## config.mk

```make
export PLATFORM = sky130hd
export DESIGN_NAME = stepper_full_step_drv_flat
export DESIGN_NICKNAME = d
export VERILOG_FILES = /design/src/rtl/stepper_full_step_drv_pkg.sv /design/src/rtl/stepper_full_step_drv_if.sv /design/src/rtl/stepper_full_step_drv_step_tick_detect.sv /design/src/rtl/stepper_full_step_drv.sv /design/src/flat_wrapper.sv
export SDC_FILE = /design/constraint.sdc
export NUM_CORES = 1
export LEC_CHECK = 0
export ABC_AREA = 1
export BUFFER_PORTS_ARGS = -buffer_cell sky130_fd_sc_hd__buf_2
export CORE_MARGIN = 3
export CORE_UTILIZATION = 63
export DETAILED_ROUTE_END_ITERATION = 8
export PLACE_DENSITY = 0.91
export SETUP_SLACK_MARGIN = 0.15
export SYNTH_ARGS = -nofsm -noshare
export SYNTH_HDL_FRONTEND = slang
export SYNTH_SLANG_ARGS = --single-unit
```

## constraint.sdc

```tcl
create_clock -name i_clk -period 4.7 [get_ports i_clk]
set_input_delay 0.235 -clock i_clk [delete_from_list [all_inputs] [get_ports i_clk]]
set_output_delay 0.235 -clock i_clk [all_outputs]
set_load 0.005 [all_outputs]
```

## src/rtl/stepper_full_step_drv_pkg.sv

```systemverilog
// Package stepper_pkg: FSM state encoding and the full-step coil pattern table
// shared by the stepper full-step driver and its bench-facing interface.
package stepper_pkg;

  // Two-state move controller
  typedef enum logic [0:0] {
    ST_IDLE = 1'b0,
    ST_RUN  = 1'b1
  } state_e;

  // Two-phase-on coil patterns {A,B,A',B'} indexed by the 2-bit phase
  localparam logic [3:0] PHASE_PATTERN [0:3] = '{4'b1100, 4'b0110, 4'b0011, 4'b1001};

  // Look up the coil pattern for a phase index
  function automatic logic [3:0] phase_pattern(input logic [1:0] ph);
    return PHASE_PATTERN[ph];
  endfunction

endpackage

```

## src/rtl/stepper_full_step_drv_if.sv

```systemverilog
// Move-command handshake between the command logic (master) and the
// stepper driver (slave). cmd_ready is driven by the driver.
interface stepper_full_step_drv_if #(
  parameter int STEP_W = 16
);
  logic              cmd_valid;
  logic              cmd_ready;
  logic              cmd_dir;
  logic [STEP_W-1:0] cmd_steps;
  logic              abort;

  modport master (
    output cmd_valid, cmd_dir, cmd_steps, abort,
    input  cmd_ready
  );

  modport slave (
    input  cmd_valid, cmd_dir, cmd_steps, abort,
    output cmd_ready
  );
endinterface

```

## src/rtl/stepper_full_step_drv_step_tick_detect.sv

```systemverilog
// step_tick_detect: registers the divided step clock and produces a one-cycle
// tick on each rising edge. The history register resets to 1 so a step clock
// that is already high when reset releases does not look like a new edge.
module step_tick_detect (
  input  logic i_clk,
  input  logic i_rst,
  input  logic i_step_clk,
  output logic o_tick
);
  logic r_step_clk_q;

  // Previous-cycle copy of the step clock, reset high
  always_ff @(posedge i_clk) begin
    if (i_rst) begin
      r_step_clk_q <= 1'b1;
    end else begin
      r_step_clk_q <= i_step_clk;
    end
  end

  assign o_tick = i_step_clk & ~r_step_clk_q;
endmodule

```

## src/rtl/stepper_full_step_drv.sv

```systemverilog
// stepper_full_step_drv: turns move commands into a two-phase-on full-step
// coil sequence, one step per rising edge of the divided step clock.
// Optional feature macro: HOLD_TORQUE_EN (keep the last coil pattern energised
// in IDLE); when undefined the coils are released to 0000 in IDLE.
module stepper_full_step_drv
  import stepper_pkg::*;
#(
  parameter int STEP_W = 16,
  parameter int POS_W  = 24
) (
  input  logic                 i_clk,
  input  logic                 i_rst,
  input  logic                 i_step_clk,
  stepper_full_step_drv_if.slave cmd,
  output logic [3:0]           o_coil,
  output logic                 o_busy,
  output logic                 o_done,
  output logic [POS_W-1:0]     o_pos
);
  localparam logic [STEP_W-1:0] STEPS_ZERO = {STEP_W{1'b0}};
  localparam logic [STEP_W-1:0] STEPS_ONE  = {{(STEP_W-1){1'b0}}, 1'b1};
  localparam logic [POS_W-1:0]  POS_PLUS1  = {{(POS_W-1){1'b0}}, 1'b1};
  localparam logic [POS_W-1:0]  POS_MINUS1 = {POS_W{1'b1}};

  state_e            r_state;
  logic [1:0]        r_phase;
  logic [3:0]        r_coil;
  logic [POS_W-1:0]  r_pos;
  logic [STEP_W-1:0] r_remaining;
  logic              r_dir;
  logic              r_busy;
  logic              r_done;
  logic              r_ready;

  logic              w_tick;
  logic [1:0]        w_next_phase;
  logic [POS_W-1:0]  w_next_pos;
  logic [3:0]        w_end_coil;
  logic [3:0]        w_abort_coil;

  step_tick_detect u_tick (
    .i_clk      (i_clk),
    .i_rst      (i_rst),
    .i_step_clk (i_step_clk),
    .o_tick     (w_tick)
  );

  // Next phase and position for a step in the latched direction
  always_comb begin
    w_next_phase = r_phase;
    w_next_pos   = r_pos;
    if (r_dir) begin
      w_next_phase = r_phase + 2'd1;
      w_next_pos   = r_pos + POS_PLUS1;
    end else begin
      w_next_phase = r_phase - 2'd1;
      w_next_pos   = r_pos + POS_MINUS1;
    end
  end

`ifdef HOLD_TORQUE_EN
  // Holding torque: park on the pattern the motor is sitting at
  assign w_end_coil   = phase_pattern(w_next_phase);
  assign w_abort_coil = r_coil;
`else
  // Coils released whenever the driver returns to IDLE
  assign w_end_coil   = 4'b0000;
  assign w_abort_coil = 4'b0000;
`endif

  // Move FSM with step counter, position counter and registered coil drive
  always_ff @(posedge i_clk) begin
    if (i_rst) begin
      r_state     <= ST_IDLE;
      r_phase     <= 2'd0;
      r_coil      <= 4'b0000;
      r_pos       <= {POS_W{1'b0}};
      r_remaining <= STEPS_ZERO;
      r_dir       <= 1'b0;
      r_busy      <= 1'b0;
      r_done      <= 1'b0;
      r_ready     <= 1'b1;
    end else begin
      r_done <= 1'b0;
      case (r_state)
        ST_IDLE: begin
          if (cmd.cmd_valid && r_ready) begin
            if (cmd.cmd_steps == STEPS_ZERO) begin
              r_done <= 1'b1;
            end else begin
              // Energise the current phase before the first step
              r_coil      <= phase_pattern(r_phase);
              r_remaining <= cmd.cmd_steps;
              r_dir       <= cmd.cmd_dir;
              r_busy      <= 1'b1;
              r_ready     <= 1'b0;
              r_state     <= ST_RUN;
            end
          end
        end
        ST_RUN: begin
          if (cmd.abort) begin
            // Abort takes priority over a coincident tick: no step this cycle
            r_coil  <= w_abort_coil;
            r_busy  <= 1'b0;
            r_ready <= 1'b1;
            r_done  <= 1'b1;
            r_state <= ST_IDLE;
          end else if (w_tick) begin
            r_phase <= w_next_phase;
            r_pos   <= w_next_pos;
            if (r_remaining != STEPS_ZERO) begin
              r_remaining <= r_remaining - STEPS_ONE;
            end
            if (r_remaining <= STEPS_ONE) begin
              r_coil  <= w_end_coil;
              r_busy  <= 1'b0;
              r_ready <= 1'b1;
              r_done  <= 1'b1;
              r_state <= ST_IDLE;
            end else begin
              r_coil <= phase_pattern(w_next_phase);
            end
          end
        end
        default: begin
          r_state <= ST_IDLE;
          r_coil  <= 4'b0000;
          r_busy  <= 1'b0;
          r_ready <= 1'b1;
        end
      endcase
    end
  end

  assign cmd.cmd_ready = r_ready;
  assign o_coil        = r_coil;
  assign o_busy        = r_busy;
  assign o_done        = r_done;
  assign o_pos         = r_pos;
endmodule

```

## src/flat_wrapper.sv

```systemverilog
// flat-port wrapper written by rule: the top's interface ports become plain ports
module stepper_full_step_drv_flat import stepper_pkg::*;
#(
  parameter int STEP_W = 16,
  parameter int POS_W  = 24
)
  (i_clk, i_rst, i_step_clk, o_coil, o_busy, o_done, o_pos, cmd_cmd_valid, cmd_cmd_dir, cmd_cmd_steps, cmd_abort, cmd_cmd_ready);
  stepper_full_step_drv_if #(.STEP_W(STEP_W)) cmd_i ();
  input  logic i_clk;
  input  logic i_rst;
  input  logic i_step_clk;
  output logic [3:0] o_coil;
  output logic o_busy;
  output logic o_done;
  output logic [POS_W-1:0] o_pos;
  input wire logic [$bits(cmd_i.cmd_valid)-1:0] cmd_cmd_valid;
  input wire logic [$bits(cmd_i.cmd_dir)-1:0] cmd_cmd_dir;
  input wire logic [$bits(cmd_i.cmd_steps)-1:0] cmd_cmd_steps;
  input wire logic [$bits(cmd_i.abort)-1:0] cmd_abort;
  output wire logic [$bits(cmd_i.cmd_ready)-1:0] cmd_cmd_ready;
  assign cmd_i.cmd_valid = cmd_cmd_valid;
  assign cmd_i.cmd_dir = cmd_cmd_dir;
  assign cmd_i.cmd_steps = cmd_cmd_steps;
  assign cmd_i.abort = cmd_abort;
  assign cmd_cmd_ready = cmd_i.cmd_ready;
  stepper_full_step_drv #(.STEP_W(STEP_W), .POS_W(POS_W)) u_core (.i_clk(i_clk), .i_rst(i_rst), .i_step_clk(i_step_clk), .cmd(cmd_i), .o_coil(o_coil), .o_busy(o_busy), .o_done(o_done), .o_pos(o_pos));
endmodule
```

==> metrics.md <==
| Metric | Value |
|---|---|
| Buffers on Ports | 52 |
| Clock tree from TritonCTS | done |
| Peak Freq | 380 MHz |
| DRT Pass-1 Iters | 6 |
| Resize count post-CTS | 0 |
| Slew margin rel. | 0.435 |
| Number of diodes | 0 |
| Count of flip-flops with a built-in enable after synthesis | 0 |
| Distinct cell type count after synthesis | 37 |
| Run status | completed |
| Initial core utilization | 0.672 |
| DR DRC count | 0 |
| Total length of routed wires | 10500 um |
| Number of ports placed on the die boundary | 53 |
| Total number of nets in the final design | 750 |
| Share of Yosys cell area claimed by the top area cell type | 0.254 |
| Total congestion overflow | 0 |
| Count of nets left with antenna violations after detail routing | 0 |
| Hold/Removal Path Class | in2reg |
| Detailed-route via count | 4402 |
| Post-synth top flop | sky130_fd_sc_hd__dfxtp_1 |
| Leakage power figure | 0.00240 uW |
| Slew at the pin closest to its max-slew limit | 0.846 ns |
| Mean instance size in the synthesized netlist | 6.21 um^2 |
| Routed len/inst | 13.5 um |
| Die Footprint | 7510 um^2 |
| Total of warnings raised by yosys | 0 |
| H-tree Lvls | 2 |
| Time the worst path needs with I/O delays and setup | 2.63 ns |
| Number of endpoints failing setup at the final stage | 0 |
| Share of the cycle needed by the critical path after routing | 0.559 |
| Data required time of the worst path | 4.91 ns |
| Clock skew after layout | 0.0198 ns |
| MaxCap Viol Count | 0 |
| Proportion of synthesized chip area in sequential cells | 0.254 |
| First-pass GRT wire length | 18100 um |
| Setup repair after global routing missed its margin | no |
| Initial DRC count | 412 |
| Proportion of synthesized flip-flops having asynchronous set or reset | 0 |
| Fraction of final layout cells with drive strength greater than 1 | 0.134 |
| Peak VDD IR | 0.000178 V |
| Post-CTS setup buffers | 0 |
| Instance count of the mapped netlist | 660 |
| Arrival time of the worst setup path | 2.84 ns |
| Buffers from clock root to sink, at most | 2 |
| Antenna violations before repair | 0 |
| Cell type contributing the most total cell area after synthesis | sky130_fd_sc_hd__dfxtp_1 |
| Clock Tree Root | sky130_fd_sc_hd__clkbuf_8 |
| Overall track demand over capacity in global routing | 0.291 |
| Number of cells traversed by the worst register-to-register path | 11 |
| Ranking of synthesized cells by area | sky130_fd_sc_hd__dfxtp_1 (25%), sky130_fd_sc_hd__nand2_1 (14%), sky130_fd_sc_hd__nor2_1 (9.0%) |
| Total power per unit cell area | 285 nW/um^2 |
| CP max FO | 24 |
| Total Negative Setup Slacks | 0 ns |
| Final weighted congestion in routability-driven placement | 0.989 |
| Commonest cells in the synthesized netlist | sky130_fd_sc_hd__nand2_1 (153), sky130_fd_sc_hd__nor2_1 (98), sky130_fd_sc_hd__inv_1 (76), sky130_fd_sc_hd__dfxtp_1 (52), sky130_fd_sc_hd__a21oi_1 (51) |
| Detailed-placement wirelength estimate | 7830 um |
| Depth of the worst hold-timing path | 3 |
| Chip width | 86.7 um |
| Worst setup SP type | flip-flop |
| Post-synthesis sequential element count | 52 |
| Die outline height | 86.7 um |
| Total clock buffers created by CTS | 5 |
| Critical setup path kind | reg2reg |
| Area grow syn2layout | 8.49% |
| Max-slew violation count | 0 |
| Most numerous cell in the Yosys netlist | sky130_fd_sc_hd__nand2_1 |
| Pin count of the biggest net entering global routing | 39 |
| Count of hold-fix buffers inserted at cts | 0 |
| Worst Setup End Kind | flip-flop |
| Final standard cell area without fillers | 4450 um^2 |
| Placeable Area | 6100 um^2 |
| Insertion delay of the later-clocked pin in the worst-skew pair | 0.32 ns |
| Number of hold-slack violations in the final timing report | 0 |
| CTS clk-pin slew, worst paths | 0.11 ns |
| Placed cell areas | 4350 um^2 |
| Nets in the synthesized netlist | 708 |
| Detail-routed via count per cell | 5.66 |
| Row cnt | 28 |
| Area of the mapped netlist | 4100 um^2 |
| Via count of the first global-routing pass | 4109 |
| Clock Sink Count | 52 |
worst paths after layout:
path,from,end,slack [ns]
setup / recovery,u_core.r_dir,u_core.o_pos[16],2.07
hold / removal,i_step_clk,u_core.u_tick.r_step_clk_q,0.09
setup reg to reg,u_core.r_dir,u_core.o_pos[16],2.07
hold reg to reg,u_core.o_coil[2],u_core.o_coil[2],0.49
where the power goes:
part | internal, uW | switching [uW] | total [uW]
Combinational | 166 | 325 | 492
Clock | 109 | 169 | 278
Sequential | 470 | 28.9 | 499
Total | 746 | 523 | 1270
layout make-up:
class	count	area, um^2
multi-input cells	507	2640
fillers	535	1650
flip-flops and latches	52	1040
inverters	83	313
repair buffers	53	268
well taps	75	93.8
clock buffers	5	68.8
clock inverters	3	26.3
worst max-delay path, stage by stage, from the launching register on:
cell and delay (ns):
sky130_fd_sc_hd__dfxtp_1 0.35, sky130_fd_sc_hd__inv_1 0.62, sky130_fd_sc_hd__ha_1 0.42, sky130_fd_sc_hd__a21oi_1 0.25
sky130_fd_sc_hd__o21ai_0 0.17, sky130_fd_sc_hd__o21bai_1 0.26, sky130_fd_sc_hd__nand2_1 0.13, sky130_fd_sc_hd__nand2_1 0.06
sky130_fd_sc_hd__nand2_1 0.05, sky130_fd_sc_hd__nand3_1 0.07, sky130_fd_sc_hd__nand2_1 0.10, sky130_fd_sc_hd__inv_1 0.04
logic make-up (layout without fill, tap and decap cells):
family,after synthesis,count (layout),synth area share
simple gates,337,337,0.353
compound gates,125,125,0.169
buf+inv,101,144,0.103
flops,52,52,0.254
fa+ha+maj,26,26,0.0812
xor+xnor,19,19,0.0406
layer usage:
| layer | vias up | part of all wire | track usage |
|---|---|---|---|
| met1 | 1970 | 0.44 | 0.370 |
| li1 | 2221 | - | - |
| met2 | 185 | 0.47 | 0.503 |
| met3 | 26 | 0.067 | 0.0437 |
| met4 | 0 | 0.023 | 0.0963 |
| met5 | - | 0 | 0 |
state kept, by name (all words and copies together), names as in the netlist:
| register | cells |
|---|---|
| u_core.cmd.cmd_ready | 1 |
| u_core.o_busy | 1 |
| u_core.o_coil | 4 |
| u_core.o_done | 1 |
| u_core.o_pos | 24 |
| u_core.r_dir | 1 |
| u_core.r_phase | 2 |
| u_core.r_remaining | 16 |
| u_core.r_state | 1 |
| u_core.u_tick.r_step_clk_q | 1 |
metrics by stage:
| step | hold slack (ns) | utilization | total power [uW] | cells | worst slack [ns] |
|---|---|---|---|---|---|
| global placement | 0.418 | 0.714 | 971 | 770 | 2.28 |
| floorplan | 0.331 | - | 886 | 660 | 2.60 |
| detailed placement | 0.424 | 0.714 | 987 | 770 | 2.17 |
| global route | 0.0799 | 0.729 | 1370 | 778 | 1.82 |
| finish | 0.0897 | 0.729 | 1270 | 778 | 2.07 |
| CTS | 0.0895 | 0.729 | 1260 | 778 | 2.12 |
cells in the final DEF (no fill, tap or decap), types with 16 or more instances in the layout:
cell type,synthesis,routed
sky130_fd_sc_hd__a21oi_1,51,51
sky130_fd_sc_hd__nand3_1,44,44
sky130_fd_sc_hd__o21ai_1,16,16
sky130_fd_sc_hd__o21ai_0,34,34
sky130_fd_sc_hd__inv_1,76,76
sky130_fd_sc_hd__nor2_1,98,98
sky130_fd_sc_hd__ha_1,25,25
sky130_fd_sc_hd__dfxtp_1,52,52
sky130_fd_sc_hd__nand2_1,153,153
sky130_fd_sc_hd__buf_2,3,52
Power figures use the tool's default switching activity.
